**src/rtl/vvp_seq_if.sv**
```systemverilog
// rtl/vvp_seq_if.sv - job, result and vvp-side signal bundle for vvp_seq
interface vvp_seq_if #(
   parameter int N = 64,
   parameter int B = 8
);
   localparam int A  = $clog2(N);
   localparam int SW = A + 2;
   localparam int RW = A + 2 + B;
   localparam int CW = $clog2(B + 1);

   // job request
   logic                 start_valid;
   logic                 start_ready;
   logic [1:0]           cfg_mode;
   logic [CW-1:0]        cfg_bits;
   logic                 cfg_signed;
   logic [N-1:0]         cfg_W;
   logic [N*B-1:0]       cfg_D;

   // datapath side
   logic [1:0]           vvp_mode;
   logic [N-1:0]         vvp_W;
   logic [N-1:0]         vvp_D;
   logic signed [SW-1:0] vvp_S;

   // result
   logic                 res_valid;
   logic                 res_ready;
   logic signed [RW-1:0] res_data;

   // master: job issuer plus the attached vvp instance
   modport master (
      output start_valid, cfg_mode, cfg_bits, cfg_signed, cfg_W, cfg_D,
      output res_ready, vvp_S,
      input  start_ready, res_valid, res_data, vvp_mode, vvp_W, vvp_D
   );

   // slave: the sequencer itself
   modport slave (
      input  start_valid, cfg_mode, cfg_bits, cfg_signed, cfg_W, cfg_D,
      input  res_ready, vvp_S,
      output start_ready, res_valid, res_data, vvp_mode, vvp_W, vvp_D
   );
endinterface

```
**src/rtl/vvp_seq.sv**
```systemverilog
// rtl/vvp_seq.sv - bit-serial sequencer driving one vvp dot-product datapath
module vvp_seq #(
   parameter int N    = 64,
   parameter int B    = 8,
   parameter int PLAT = 0
) (
   input logic      clk,
   input logic      rst_n,
   vvp_seq_if.slave bus
);
   localparam int A  = $clog2(N);
   localparam int SW = A + 2;
   localparam int RW = A + 2 + B;
   localparam int CW = $clog2(B + 1);

   typedef enum logic [1:0] {IDLE, ISSUE, DRAIN, DONE} state_t;

   state_t               state;
   logic [1:0]           mode_q;
   logic [N-1:0]         w_q;
   logic [N*B-1:0]       d_q;
   logic                 sgn_q;
   logic [CW-1:0]        k_q;
   logic [CW-1:0]        icnt;
   logic [CW-1:0]        rcnt;
   logic [CW-1:0]        k_in;
   logic [N-1:0]         plane_q;
   // tag stage 0 is aligned with plane_q; stage PLAT is aligned with vvp_S
   logic [PLAT:0]        tag_v;
   logic [PLAT:0]        tag_m;
   logic signed [RW-1:0] acc;
   logic signed [RW-1:0] s_ext;
   logic signed [RW-1:0] x;
   logic                 res_v;

   // clamp requested precision into 1..B
   always_comb begin
      k_in = bus.cfg_bits;
      if (bus.cfg_bits == '0) begin
         k_in = CW'(1);
      end else if (bus.cfg_bits > CW'(B)) begin
         k_in = CW'(B);
      end
   end

   // sign-extend the returning partial sum; the MSB plane of a signed job weighs negative
   always_comb begin
      s_ext = {{(RW-SW){bus.vvp_S[SW-1]}}, bus.vvp_S};
      x     = (tag_m[PLAT] && sgn_q) ? -s_ext : s_ext;
   end

   // job FSM, plane issue, tag pipe and shift-and-add accumulation
   always_ff @(posedge clk or negedge rst_n) begin
      if (!rst_n) begin
         state   <= IDLE;
         mode_q  <= '0;
         w_q     <= '0;
         d_q     <= '0;
         sgn_q   <= 1'b0;
         k_q     <= '0;
         icnt    <= '0;
         rcnt    <= '0;
         plane_q <= '0;
         tag_v   <= '0;
         tag_m   <= '0;
         acc     <= '0;
         res_v   <= 1'b0;
      end else begin
         plane_q  <= '0;
         tag_v[0] <= 1'b0;
         tag_m[0] <= 1'b0;
         for (int i = 1; i <= PLAT; i++) begin
            tag_v[i] <= tag_v[i-1];
            tag_m[i] <= tag_m[i-1];
         end

         if (tag_v[PLAT]) begin
            acc  <= (acc <<< 1) + x;
            rcnt <= rcnt + CW'(1);
         end

         case (state)
            IDLE: begin
               if (bus.start_valid) begin
                  mode_q <= bus.cfg_mode;
                  w_q    <= bus.cfg_W;
                  d_q    <= bus.cfg_D;
                  sgn_q  <= bus.cfg_signed;
                  k_q    <= k_in;
                  icnt   <= k_in - CW'(1);
                  rcnt   <= '0;
                  acc    <= '0;
                  state  <= ISSUE;
               end
            end
            ISSUE: begin
               plane_q  <= d_q[icnt*N +: N];
               tag_v[0] <= 1'b1;
               tag_m[0] <= (icnt == k_q - CW'(1));
               if (icnt == '0) begin
                  state <= DRAIN;
               end else begin
                  icnt <= icnt - CW'(1);
               end
            end
            DRAIN: begin
               if (tag_v[PLAT] && (rcnt == k_q - CW'(1))) begin
                  res_v <= 1'b1;
                  state <= DONE;
               end
            end
            DONE: begin
               if (bus.res_ready) begin
                  res_v <= 1'b0;
                  state <= IDLE;
               end
            end
            default: state <= IDLE;
         endcase
      end
   end

   assign bus.start_ready = (state == IDLE);
   assign bus.vvp_mode    = mode_q;
   assign bus.vvp_W       = w_q;
   assign bus.vvp_D       = plane_q;
   assign bus.res_valid   = res_v;
   assign bus.res_data    = acc;
endmodule

```
**src/flat_wrapper.sv**
```systemverilog
// flat-port wrapper written by rule: the top's interface ports become plain ports
module vvp_seq_flat 
#(
   parameter int N    = 64,
   parameter int B    = 8,
   parameter int PLAT = 0
)
  (clk, rst_n, bus_start_valid, bus_cfg_mode, bus_cfg_bits, bus_cfg_signed, bus_cfg_W, bus_cfg_D, bus_res_ready, bus_vvp_S, bus_start_ready, bus_res_valid, bus_res_data, bus_vvp_mode, bus_vvp_W, bus_vvp_D);
  vvp_seq_if #(.N(N), .B(B)) bus_i ();
  input logic clk;
  input logic rst_n;
  input wire logic [$bits(bus_i.start_valid)-1:0] bus_start_valid;
  input wire logic [$bits(bus_i.cfg_mode)-1:0] bus_cfg_mode;
  input wire logic [$bits(bus_i.cfg_bits)-1:0] bus_cfg_bits;
  input wire logic [$bits(bus_i.cfg_signed)-1:0] bus_cfg_signed;
  input wire logic [$bits(bus_i.cfg_W)-1:0] bus_cfg_W;
  input wire logic [$bits(bus_i.cfg_D)-1:0] bus_cfg_D;
  input wire logic [$bits(bus_i.res_ready)-1:0] bus_res_ready;
  input wire logic [$bits(bus_i.vvp_S)-1:0] bus_vvp_S;
  output wire logic [$bits(bus_i.start_ready)-1:0] bus_start_ready;
  output wire logic [$bits(bus_i.res_valid)-1:0] bus_res_valid;
  output wire logic [$bits(bus_i.res_data)-1:0] bus_res_data;
  output wire logic [$bits(bus_i.vvp_mode)-1:0] bus_vvp_mode;
  output wire logic [$bits(bus_i.vvp_W)-1:0] bus_vvp_W;
  output wire logic [$bits(bus_i.vvp_D)-1:0] bus_vvp_D;
  assign bus_i.start_valid = bus_start_valid;
  assign bus_i.cfg_mode = bus_cfg_mode;
  assign bus_i.cfg_bits = bus_cfg_bits;
  assign bus_i.cfg_signed = bus_cfg_signed;
  assign bus_i.cfg_W = bus_cfg_W;
  assign bus_i.cfg_D = bus_cfg_D;
  assign bus_i.res_ready = bus_res_ready;
  assign bus_i.vvp_S = bus_vvp_S;
  assign bus_start_ready = bus_i.start_ready;
  assign bus_res_valid = bus_i.res_valid;
  assign bus_res_data = bus_i.res_data;
  assign bus_vvp_mode = bus_i.vvp_mode;
  assign bus_vvp_W = bus_i.vvp_W;
  assign bus_vvp_D = bus_i.vvp_D;
  vvp_seq #(.N(N), .B(B), .PLAT(PLAT)) u_core (.clk(clk), .rst_n(rst_n), .bus(bus_i));
endmodule
```
**config.mk**
```make
export PLATFORM = sky130hd
export DESIGN_NAME = vvp_seq_flat
export DESIGN_NICKNAME = d
export VERILOG_FILES = /design/src/rtl/vvp_seq_if.sv /design/src/rtl/vvp_seq.sv /design/src/flat_wrapper.sv
export SDC_FILE = /design/constraint.sdc
export NUM_CORES = 1
export LEC_CHECK = 0
export ABC_AREA = 1
export ABC_CLOCK_PERIOD_IN_PS = 6800
export BUFFER_PORTS_ARGS = -buffer_cell sky130_fd_sc_hd__buf_2
export CAP_MARGIN = 20
export CORE_AREA = 2 2 285 287
export DETAILED_ROUTE_END_ITERATION = 16
export DIE_AREA = 0 0 287 289
export PLACE_DENSITY = 0.58
export SKIP_CTS_REPAIR_TIMING = 1
export SYNTH_ARGS = -nofsm -noshare
export SYNTH_HDL_FRONTEND = slang
export SYNTH_SLANG_ARGS = --single-unit
```
**constraint.sdc**
```tcl
create_clock -name clk -period 6.8 [get_ports clk]
set_clock_uncertainty 0.15 [all_clocks]
set_input_delay 0.68 -clock clk [delete_from_list [all_inputs] [get_ports clk]]
set_output_delay 0.68 -clock clk [all_outputs]
set_load 0.01 [all_outputs]
```
* Word-level counts from Yosys, hierarchy flattened
Cells that the tools add are included.
** Operators by class
- Add/subtract/negate cells :: 6
- Order comparisons :: 1
- Equality and inequality tests :: 10
- Shifts and indexed selects :: 1
- Mux-type cells :: 23
- Reduce and logical (&&, ||, !) cells :: 11
** Operators with widths (count)
- variable part select 512 x 11 -> 64 bit :: 1
- two-way mux 16 bit :: 4
- two-way mux 64 bit :: 1
- two-way mux 4 bit :: 7
- adder 16 bit :: 1
- negation 8 -> 16 bit :: 1
- subtractor 4 x 1 -> 4 bit (second input constant) :: 3
- == test 4 bit :: 2
- logical NOT 4 bit :: 2
- two-way mux 2 bit :: 4
- case mux 2 bit (4 select lines) :: 1
- case mux 4 bit (2 select lines) :: 1
- inequality test 2 bit (second input constant) :: 3
- AND reduction 3 bit :: 2
- adder 4 x 1 -> 4 bit (second input constant) :: 1
- == test 2 bit (second input constant) :: 2
- greater-than comparator 4 bit (second input constant) :: 1
- two-way mux 1 bit :: 4
- inequality test 2 x 1 -> 1 bit (second input constant) :: 2
- AND reduction 4 bit :: 1
- nonzero test 2 bit :: 2
- == test 2 x 1 -> 1 bit (second input constant) :: 1
- logical AND 1 bit :: 2
- logical NOT 2 bit :: 1
- other kinds (2) :: 2
** Storage, ports and cells
- Flip-flop bits (word level) :: 676
- Input bits :: 595

* Depth between registers and ports, before layout
Gate-level depths: netlist (run 1).
- Word-level depth :: 6
- Depth in mapped cells :: 19

* Worst setup path after synthesis (run 1)
No wires, ideal clock.
- Kind :: in2reg
- Start :: input bus_vvp_S[0]
- End :: register u_core.acc[14], in the netlist u_core.bus.res_data[14]
- Setup time :: 121 ps
- Arrival time :: 2633 ps
- Required time :: 6529 ps
- Slack :: 3896 ps
- Cell stages on the path :: 16
- Cells stage by stage :: inv_1 -> ha_1 -> inv_1 -> nor3_1 -> nand3_1 -> o21ai_0 -> a21oi_1 -> ha_1 -> inv_1 -> nor3_1 -> and2_1 -> nand2_1 -> nand3_1 -> nand2_1 -> nor2_1 -> nor2_1
** Between the ends
- Cells in the longest elaborated chain, start to end :: 6
** Ends and longest elaborated chain
- from (decl) :: RTL line flat_wrapper.sv:19 : input wire logic [$bits(bus_i.vvp_S)-1:0] bus_vvp_S;
- negation 8 -> 16 bit :: RTL line vvp_seq.sv:49 : x = (tag_m[PLAT] && sgn_q) ? -s_ext : s_ext;
- two-way mux 16 bit * :: RTL line vvp_seq.sv:49
- adder 16 bit * :: RTL line vvp_seq.sv:78 : acc <= (acc <<< 1) + x;
- two-way mux 16 bit * :: RTL line vvp_seq.sv:77 : if (tag_v[PLAT]) begin
- two-way mux 16 bit :: RTL line vvp_seq.sv:84 : if (bus.start_valid) begin
- two-way mux 16 bit * :: RTL line vvp_seq.sv:82 : case (state)
- to (signal assigned) :: RTL line vvp_seq.sv:78
- to (decl) :: RTL line vvp_seq.sv:31 : logic signed [RW-1:0] acc;
Mark *: on every way between the ends. The rest lies on a longest branch, timed or not.
A chain may end at the register's enable or synchronous reset.

* Worst setup path in the final report (run 1)
- Start :: register u_core.state[0]
- End :: register u_core.d_q[96]
** Between the ends
- Cells in the longest elaborated chain, start to end :: 2
** Ends and longest elaborated chain
- from (decl) :: RTL line vvp_seq.sv:18 : state_t state;
- from (signal assigned) :: RTL line vvp_seq.sv:55 : state <= IDLE;
- from (signal assigned) :: RTL line vvp_seq.sv:93 : state <= ISSUE;
- from (signal assigned) :: RTL line vvp_seq.sv:101 : state <= DRAIN;
- logical NOT 2 bit :: RTL line vvp_seq.sv:82
- AND reduction 2 bit (no source line)
- to (signal assigned) :: RTL line vvp_seq.sv:87 : d_q <= bus.cfg_D;
- to (decl) :: RTL line vvp_seq.sv:21 : logic [N*B-1:0] d_q;
No other way between the ends.

==> results.json, run 1 <==
{
  "cp_max_fo": 225,
  "power_density_mw_per_mm2": 485.6,
  "antenna_left": 0,
  "drc": 0,
  "setup_viol_count_final": 0,
  "fp.dieH_um": 289,
  "avgSynthCellArea_sq_um": 7.830,
  "relSlewSlack_pct": 19.56,
  "drt_iter0_drc": 2378,
  "cap_violations": 0,
  "ys_seq_area_share_pct": 55.65,
  "dpl.hpwl_um": 67760,
  "area_growth_pct": 22.19,
  "whs_endpoint": "u_core.d_q[396]",
  "crit_buf_inv": 3,
  "grt_overflow": 0,
  "grt_pass1_wl_um": 156600,
  "synth.cell_area_sq_mm": 0.03040,
  "clock_latency_ns": 0.62,
  "die_x_um": 287,
  "cp_top_family": "buffers and inverters",
  "r2r_slack_ns": 3.14,
  "syn-num-nets": 4504,
  "cp_data_arrival_time_ns": 4.05,
  "synth_warnings": 0,
  "drive_gt1_share_pct": 19.70,
  "num-fill-cells": 8202,
  "clock-sinks": 676,
  "end_kind": "flop",
  "ys_ff_latch": 676,
  "row_count": 104,
  "synth_cell_type_count": 33,
  "synth_edf_count": 0,
  "whs_ns": 0.09588,
  "period_share_pct": 53.79,
  "status": "completed",
  "synth_top_area_cell": "dfrtp_1",
  "cts.clk_slew.worst_paths_ns": 0.06,
  "r2r_end": "u_core.d_q[96]",
  "p_total_mw": 18.04,
  "ctsHtreeMaxLevel": 3,
  "synth_ff_type": "dfrtp_1",
  "fmax_ghz": 0.2734,
  "synthesis.instances": 3882,
  "reg2reg_from": "u_core.state[0]",
  "grt_usage_pct": 24.20,
  "rsz0062_at_grt": "false",
  "drv_slew": 0,
  "yosysMostFrequentCell": "nand2_1",
  "gp_congestion": 0.8710,
  "slowest_delay_ns": 0.86,
  "start_kind": "flop",
  "synth_area_leaders": "dfrtp_1, nand2_1, nor2_1, o21ai_0, clkbuf_1",
  "leakage_nw": 20.21,
  "max_slew.worst_pin.slew_ns": 1.207,
  "finalSetupTns_ns": 0,
  "grt_max_degree": 233,
  "min_from": "bus_cfg_D[396]",
  "portBuffers": 742,
  "wirelength_um": 103200,
  "clockBufferDepth": 3,
  "hp-class": "in -> reg",
  "path_cells": "inv_1 -> ha_1 -> nand2_4 -> buf_12 -> buf_4 -> nand2_1 -> nand2_1",
  "viasPerCell": 4.909,
  "peakVddDrop_mv": 0.2517,
  "critPathRequiredTime_ns": 7.19,
  "yosys.area.top_type_share_pct": 55.65,
  "cp_common_cell": "nand2_1",
  "coreArea_sq_mm": 0.07990,
  "synth_common_cells": "nand2_1, dfrtp_1, nor2_1, o21ai_0, clkbuf_1",
  "dpl_cell_area_sq_mm": 0.03460,
  "cts_root_buffer": "clkbuf_16",
  "first_pass_iters": 5,
  "worstHoldPathCells": 3,
  "async_flop_share_pct": 100.0,
  "r2r_cells": 7,
  "antenna_found_initial": 35,
  "die_area_sq_mm": 0.08294,
  "final_area_sq_mm": 0.03714,
  "critical_path_class": "reg -> reg",
  "cts-buffers-inserted": 76,
  "start_util_pct": 38.04,
  "cts_tree": "done",
  "fin_nets": 5111,
  "vias": 27650,
  "wl_per_cell_um": 18.32,
  "min_period_ns": 3.657,
  "io_pins": 743,
  "first_global_vias": 26620,
  "slowest_stage": "buf_4",
  "finalHoldViolations": 0
}
==> where the power goes <==
group | total [mW] | switching [mW] | leakage [nW] | internal, mW
clock network | 4.14 | 1.74 | 1.23 | 2.40
logic | 6.92 | 4.57 | 10.5 | 2.35
registers | 6.98 | 1.06 | 8.47 | 5.91
total | 18.0 | 7.38 | 20.2 | 10.7
==> worst max path at each step <==
stage                                         end  cells past startpoint  slack, ns       startpoint
after floorplan           u_core.bus.res_data[14]                     16       3.90     bus_vvp_S[0]
after global placement             u_core.d_q[95]                      6       3.24  bus_start_valid
after detailed placement          u_core.d_q[218]                      6       3.24  bus_start_valid
after CTS                          u_core.d_q[96]                      7       3.28  u_core.state[0]
after global routing               u_core.d_q[96]                      7       2.95  u_core.state[0]
final                              u_core.d_q[96]                      7       3.14  u_core.state[0]
==> final cells by class <==
| class | count | area [sq um] | area share [%] |
|---|---|---|---|
| antenna | 24 | 60.06 | 0.1617 |
| clock buffer | 115 | 2240 | 6.030 |
| clock inverter | 23 | 231.5 | 0.6232 |
| inverter | 85 | 339.1 | 0.9129 |
| multi-input combinational | 2880 | 12010 | 32.33 |
| sequential | 676 | 16920 | 45.57 |
| tap | 1060 | 1326 | 3.571 |
| timing repair buffer | 770 | 4011 | 10.80 |
==> tightest hold or removal path, cell delays in order <==
cell and delay, ns:
buf_2 0.07, nand2_1 0.04, nand2_1 0.04
==> logic make-up after synthesis <==
kind of cell / Yosys count / share of synthesized area, %
xor+xnor: 8 / 0.2305
fa+ha+maj: 27 / 1.136
simple gates: 2336 / 29.09
flops: 676 / 55.65
buf+inv: 326 / 4.886
compound gates: 509 / 8.998
==> layer usage <==
layer,up-vias,track usage (%),wire length (um)
li1,13440,-,-
met1,13210,33.24,44770
met2,791,38.88,49280
met3,191,3.717,5835
met4,20,8.880,3192
met5,-,0,123
==> stage by stage <==
stage | instances | utilization (%) | setup WS, ns
2_1_floorplan | 3882 | - | 3.896
3_3_place_gp | 5470 | 43.31 | 3.243
3_5_place_dp | 5470 | 43.31 | 3.239
4_1_cts | 5608 | 46.40 | 3.281
5_1_grt | 5629 | 46.47 | 2.947
6_report | 5633 | 46.49 | 3.143
==> sequential cells by signal, indices dropped and copies added, names as in the netlist <==
signal                cells
u_core.bus.res_data      16
u_core.bus.res_valid      1
u_core.bus.vvp_D         64
u_core.bus.vvp_W         64
u_core.bus.vvp_mode       2
u_core.d_q              512
u_core.icnt               4
u_core.k_q                4
u_core.rcnt               4
u_core.sgn_q              1
u_core.state              2
u_core.tag_m              1
u_core.tag_v              1
==> layout by cell type, fill, tap and decap left out, drive strengths merged <==
master and instances:
xnor2 1, o22ai 67, nand4 6, o31ai 1
xor2 7, clkinv 16, o211ai 3, diode 24
nor4 2, bufinv 3, dfrtp 676, o21ai 341
inv 89, buf 769, clkbuf 115, a221o 1
nor2 431, fa 1, or2 2, nand3 33
o21bai 2, dlygate4sd3 1, nor3 5, a31oi 65
and2 1, a21oi 28, a211oi 1, nand2 1856
ha 26
Note: power is estimated with default switching activity, not from simulation.
==> run 2, diff against run 1 <==
--- a/config.mk
+++ b/config.mk
@@ -5,14 +5,14 @@
 export SDC_FILE = /design/constraint.sdc
 export NUM_CORES = 1
 export LEC_CHECK = 0
-export ABC_AREA = 1
-export ABC_CLOCK_PERIOD_IN_PS = 6800
+export ABC_AREA = 0
+export ABC_CLOCK_PERIOD_IN_PS = 3800
 export BUFFER_PORTS_ARGS = -buffer_cell sky130_fd_sc_hd__buf_2
 export CAP_MARGIN = 20
-export CORE_AREA = 2 2 285 287
+export CORE_AREA = 2 2 292 294
 export DETAILED_ROUTE_END_ITERATION = 16
-export DIE_AREA = 0 0 287 289
-export PLACE_DENSITY = 0.58
+export DIE_AREA = 0 0 294 296
+export PLACE_DENSITY = 0.55
 export SKIP_CTS_REPAIR_TIMING = 1
 export SYNTH_ARGS = -nofsm -noshare
 export SYNTH_HDL_FRONTEND = slang
==> constraint.sdc (replaced) <==
create_clock -name clk -period 3.8 [get_ports clk]
set_clock_uncertainty 0.15 [all_clocks]
set_input_delay 0.38 -clock clk [delete_from_list [all_inputs] [get_ports clk]]
set_output_delay 0.38 -clock clk [all_outputs]
set_load 0.01 [all_outputs]
==> results.json, run 2 <==
{
  "status": "finished, violations left",
  "violations": "hold timing",
  "switching_power_mw": 11.92,
  "antenna_left": 0,
  "cts_tree": "done",
  "cts-buffers-inserted": 79,
  "synth_edf_count": 0,
  "grt_max_degree": 138,
  "row_count": 107,
  "cp_max_fo": 5,
  "grt_usage_pct": 21.48,
  "drv_slew": 0,
  "first_global_vias": 24110,
  "yosysMostFrequentCell": "nand2_1",
  "antenna_found_initial": 15,
  "drive_gt1_share_pct": 24.24,
  "yosys.area.top_type_share_pct": 56.94,
  "ctsHtreeMaxLevel": 3,
  "finalHoldViolations": 1,
  "cp_data_arrival_time_ns": 3.33,
  "clkPwrFrac_pct": 24.0,
  "ys_seq_area_share_pct": 56.94,
  "start_kind": "primary input",
  "synth_warnings": 0,
  "whs_ns": -0.03956,
  "path_cells": "dlygate4sd3_1 -> buf_2 -> nor2_1 -> nand2_1 -> ha_1 -> o21ai_0 -> ha_1 -> a21oi_2 -> o21ai_1 -> a311o_1 -> a31oi_1 -> mux2i_1 -> o22ai_1",
  "rsz0062_at_grt": "false",
  "dpl_cell_area_sq_mm": 0.03479,
  "period_share_pct": 79.21,
  "final_cell_mix": "nand2_1, buf_2, dfrtp_1",
  "grt_pass1_wl_um": 143100,
  "fin_nets": 5006,
  "gp_congestion": 0.8700,
  "largest-register": "u_core.d_q",
  "fmax_ghz": 0.3322,
  "grt_overflow": 0,
  "finalSetupTns_ns": 0,
  "clockBufferDepth": 3,
  "coreArea_sq_mm": 0.08421,
  "max_slew.worst_pin.slew_ns": 0.8442,
  "slowest_stage": "dlygate4sd3_1",
  "layout.cells.non_filler": 5543,
  "peakVddDrop_mv": 0.4376,
  "cp_common_cell": "ha_1",
  "synth_area_leaders": "dfrtp_1, nand2_1, mux4_2, mux2i_1, clkbuf_1",
  "min_period_ns": 3.010,
  "area_growth_pct": 45.87,
  "io_pins": 743,
  "critical_path_class": "in -> reg",
  "synth_ff_type": "dfrtp_1",
  "synth_cell_type_count": 54,
  "synthesis.instances": 3102,
  "place_inst": 4812,
  "portBuffers": 742,
  "viasPerCell": 4.726,
  "synth_top_area_cell": "dfrtp_1",
  "cts_root_buffer": "clkbuf_16",
  "switching_share_pct": 35.97,
  "syn-num-nets": 3724,
  "cts.clk_slew.worst_paths_ns": 0.06,
  "p_seq_share_pct": 38.4,
  "start_util_pct": 35.28,
  "power_density_mw_per_mm2": 764.9,
  "relSlewSlack_pct": 43.72,
  "p_comb_share_pct": 37.6,
  "ys_ff_latch": 676,
  "largest_reg_flops": 512,
  "vias": 26200,
  "slowest_delay_ns": 0.53,
  "wl_per_cell_um": 18.15,
  "critPathRequiredTime_ns": 4.12,
  "drc": 0,
  "end_kind": "flop",
  "synth_common_cells": "nand2_1, dfrtp_1, mux4_2, clkbuf_1, nor2_1",
  "leakage_nw": 22.65,
  "drt_iter0_drc": 1706,
  "clock_latency_ns": 0.62,
  "fin_util_pct": 51.46,
  "wirelength_um": 100600,
  "first_pass_iters": 5,
  "fp.dieH_um": 296,
  "final_common_cell": "nand2_1",
  "die_area_sq_mm": 0.08702,
  "die_x_um": 294,
  "synth.cell_area_sq_mm": 0.02971,
  "clock-sinks": 676,
  "cap_violations": 0,
  "internal_power_mw": 21.22,
  "async_flop_share_pct": 100.0,
  "avgSynthCellArea_sq_um": 9.577,
  "setup_viol_count_final": 0,
  "final_area_sq_mm": 0.04334,
  "dpl.hpwl_um": 67730,
  "hp-class": "in -> reg"
}
==> run 2: area by class of cell <==
class,count,area (sq um)
Sequential cell,676,16930
Tap cell,1090,1364
Clock inverter,28,394.1
Multi-Input combinational cell,2227,11940
Fill cell,7541,40870
Timing Repair Buffer,1381,10310
Clock buffer,108,2296
Inverter,19,71.32
Antenna cell,14,35.03
==> run 2: routing by layer <==
layer	track usage [%]	share of wire, %	vias up
met4	8.313	2.6	6
met2	33.97	49	753
met5	0	0.041	-
met3	4.294	5.2	194
li1	-	-	12430
met1	29.20	43	12810
==> run 2: cells by family after synthesis <==
family          after synthesis  synth area share [%]
flops                       676                 56.94
buf+inv                     199                 2.940
fa+ha+maj                    27                 1.162
xor+xnor                     27                0.8213
simple gates               1895                 24.27
compound gates               75                 1.609
mux                         203                 12.26
==> run 2: final timing paths <==
| check | slack [ns] | cells past startpoint | startpoint | to |
|---|---|---|---|---|
| max in group asynchronous | 2.23 | 3 | rst_n | u_core.d_q[312] |
| worst min register to register | 0.32 | 2 | u_core.bus.vvp_W[53] | u_core.bus.vvp_W[53] |
| worst max register to register | 0.85 | 11 | u_core.sgn_q | u_core.bus.res_data[13] |
| worst min-delay path | -0.04 | 3 | bus_cfg_D[137] | u_core.d_q[137] |
| worst max-delay path | 0.79 | 13 | bus_vvp_S[0] | u_core.bus.res_data[14] |
| min in group asynchronous | 0.30 | 2 | rst_n | u_core.d_q[245] |
==> run 2: power groups by stage <==
stage	Combinational (mW)	Clock (mW)	Sequential (mW)
6_report	12.5	7.95	12.7
5_1_grt	13.9	8.41	13.1
2_1_floorplan	8.42	0	12.2
3_5_place_dp	12.0	0	12.8
4_1_cts	12.1	8.14	12.7
3_3_place_gp	11.8	0	12.7
==> run 2: critical path: cells and delay by family <==
family                   cells  cell delay (ns)
adder cells (fa/ha/maj)      2             0.62
AO/OA/AOI/OAI                6             1.18
AND/OR/NAND/NOR              2             0.25
multiplexers                 1             0.23
buffers and inverters        2             0.67
==> run 2: through the flow <==
stage	total power [mW]	setup slack (ns)
after floorplan	20.62	0.8384
after global placement	24.59	0.2440
after detailed placement	24.80	0.2840
after CTS	32.90	0.8606
after global routing	35.44	0.5348
final	33.15	0.7901
==> run 3, diff against run 2 <==
--- a/config.mk
+++ b/config.mk
@@ -6,7 +6,7 @@
 export NUM_CORES = 1
 export LEC_CHECK = 0
 export ABC_AREA = 0
-export ABC_CLOCK_PERIOD_IN_PS = 3800
+export ABC_CLOCK_PERIOD_IN_PS = 3100
 export BUFFER_PORTS_ARGS = -buffer_cell sky130_fd_sc_hd__buf_2
 export CAP_MARGIN = 20
 export CORE_AREA = 2 2 292 294
==> constraint.sdc (replaced) <==
create_clock -name clk -period 3.1 [get_ports clk]
set_clock_uncertainty 0.15 [all_clocks]
set_input_delay 0.31 -clock clk [delete_from_list [all_inputs] [get_ports clk]]
set_output_delay 0.31 -clock clk [all_outputs]
set_load 0.01 [all_outputs]
==> results.json, run 3 (synthesized netlist as in run 2, its figures left out) <==
{
  "status": "completed",
  "fmax_ghz": 0.3416,
  "fp.dieH_um": 296,
  "finalSetupTns_ns": 0,
  "slowest_stage": "dlygate4sd3_1",
  "relSlewSlack_pct": 54.43,
  "r2r_slack_ns": 0.22,
  "clock-sinks": 676,
  "p_total_mw": 40.71,
  "period_share_pct": 94.42,
  "cp_max_fo": 4,
  "hp-class": "in -> reg",
  "rsz0062_at_grt": "false",
  "die_area_sq_mm": 0.08702,
  "wl_per_cell_um": 18.26,
  "area_growth_pct": 46.74,
  "cp_data_arrival_time_ns": 3.30,
  "end_kind": "flop",
  "multi_input_area_sq_mm": 0.01194,
  "largest-register": "u_core.d_q",
  "start_kind": "primary input",
  "clkPwrFrac_pct": 23.5,
  "clock_latency_ns": 0.63,
  "switching_share_pct": 36.25,
  "critPathRequiredTime_ns": 3.47,
  "drv_slew": 0,
  "gp_congestion": 0.8630,
  "final_area_sq_mm": 0.04359,
  "path_cells": "dlygate4sd3_1 -> buf_2 -> inv_1 -> ha_1 -> nor2_1 -> xor2_1 -> inv_1 -> fa_1 -> nor2b_2 -> o2111ai_1 -> a21oi_2 -> o211ai_1 -> mux2_1 -> o221ai_1",
  "critical_path_class": "in -> reg",
  "peakVddDrop_mv": 0.6088,
  "grt_overflow": 0,
  "grt_pass1_wl_um": 143800,
  "dpl.hpwl_um": 68140,
  "whs_ns": 0.003116,
  "dpl_cell_area_sq_mm": 0.03503,
  "io_pins": 743,
  "power_density_mw_per_mm2": 934.0,
  "setup_viol_count_final": 0,
  "final_common_cell": "nand2_1",
  "vias": 26410,
  "seqCellArea_sq_mm": 0.01693,
  "p_comb_share_pct": 38.8,
  "drive_gt1_share_pct": 24.55,
  "num-fill-cells": 7594,
  "r2r_cells": 11,
  "cts_root_buffer": "clkbuf_16",
  "cts.clk_slew.worst_paths_ns": 0.06,
  "first_global_vias": 24070,
  "finalHoldViolations": 0,
  "cp_common_cell": "inv_1",
  "die_x_um": 294,
  "grt_usage_pct": 21.57,
  "clockBufferDepth": 3,
  "drc": 0,
  "final_cell_mix": "nand2_1, buf_2, dfrtp_1",
  "worstHoldPathCells": 3,
  "portBuffers": 742,
  "slowest_delay_ns": 0.53,
  "antenna_left": 0,
  "first_pass_iters": 5,
  "p_seq_share_pct": 37.7,
  "coreArea_sq_mm": 0.08421,
  "max_slew.worst_pin.slew_ns": 0.6835,
  "cap_violations": 0,
  "grt_max_degree": 105,
  "fin_nets": 5036,
  "wirelength_um": 101900,
  "drt_iter0_drc": 1631,
  "row_count": 107,
  "viasPerCell": 4.734,
  "cts-buffers-inserted": 78,
  "leakage_nw": 22.78,
  "min_period_ns": 2.927,
  "cts_tree": "done",
  "fin_util_pct": 51.77,
  "largest_reg_flops": 512,
  "start_util_pct": 35.28,
  "switching_power_mw": 14.76,
  "antenna_found_initial": 16,
  "internal_power_mw": 25.95,
  "ctsHtreeMaxLevel": 3
}
run 3: changes by cell type in the layout (fill, tap and decap cells not counted), moves of 2 or more:
cell / previous run / this run
buf_12: 27 / 30
buf_4: 31 / 55
bufinv_16: 9 / 6
clkbuf_1: 8 / 20
clkbuf_8: 21 / 17
clkinv_16: 0 / 2
diode_2: 14 / 12
dlygate4sd3_1: 581 / 585
inv_6: 7 / 2
run 3: metrics by stage:
stage | worst slack, ns | instances
after floorplan | 0.2084 | 3102
after global placement | -0.1258 | 4838
after detailed placement | -0.1419 | 4838
after CTS | 0.1700 | 4981
after global routing | 0.03681 | 5576
final | 0.1729 | 5579
run 3: worst paths after layout:
check	start	end
max in group asynchronous	rst_n	u_core.d_q[276]
min	bus_res_ready	u_core.bus.res_valid
max	bus_vvp_S[0]	u_core.bus.res_data[13]
min reg2reg	u_core.d_q[501]	u_core.d_q[501]
min in group asynchronous	rst_n	u_core.d_q[437]
max reg2reg	u_core.sgn_q	u_core.bus.res_data[13]
run 3: worst max-delay path: cells and delay by family:
| kind | cells | cell delay, ns |
|---|---|---|
| multiplexers | 1 | 0.32 |
| adder cells (fa/ha/maj) | 2 | 0.64 |
| buffers and inverters | 4 | 0.80 |
| AO/OA/AOI/OAI | 4 | 0.65 |
| XOR/XNOR | 1 | 0.23 |
| AND/OR/NAND/NOR | 2 | 0.34 |
run 3: area by class of cell:
type | count | area share (%)
Antenna cell | 12 | 0.06889
Clock inverter | 26 | 0.8209
Multi-Input combinational cell | 2227 | 27.39
Sequential cell | 676 | 38.83
Clock buffer | 117 | 5.301
Timing Repair Buffer | 1412 | 24.30
Inverter | 19 | 0.1636
Tap cell | 1090 | 3.129
run 3: power by group through the flow:
stage | Sequential, mW | Combinational, mW | Clock, mW
floorplan | 15.0 | 10.3 | 0
global placement | 15.3 | 15.0 | 0
detailed placement | 15.4 | 15.2 | 0
CTS | 15.3 | 15.3 | 9.80
global route | 15.8 | 17.6 | 10.1
finish | 15.3 | 15.8 | 9.56
run 3: metal layers:
layer	part of all wire (%)	vias to the layer above	wire length (um)	global-route usage, %
li1	-	12500	-	-
met1	43	12880	43400	29.17
met2	49	798	50350	34.43
met3	4.9	219	5032	3.942
met4	2.9	14	2993	8.649
met5	0.083	-	85	0
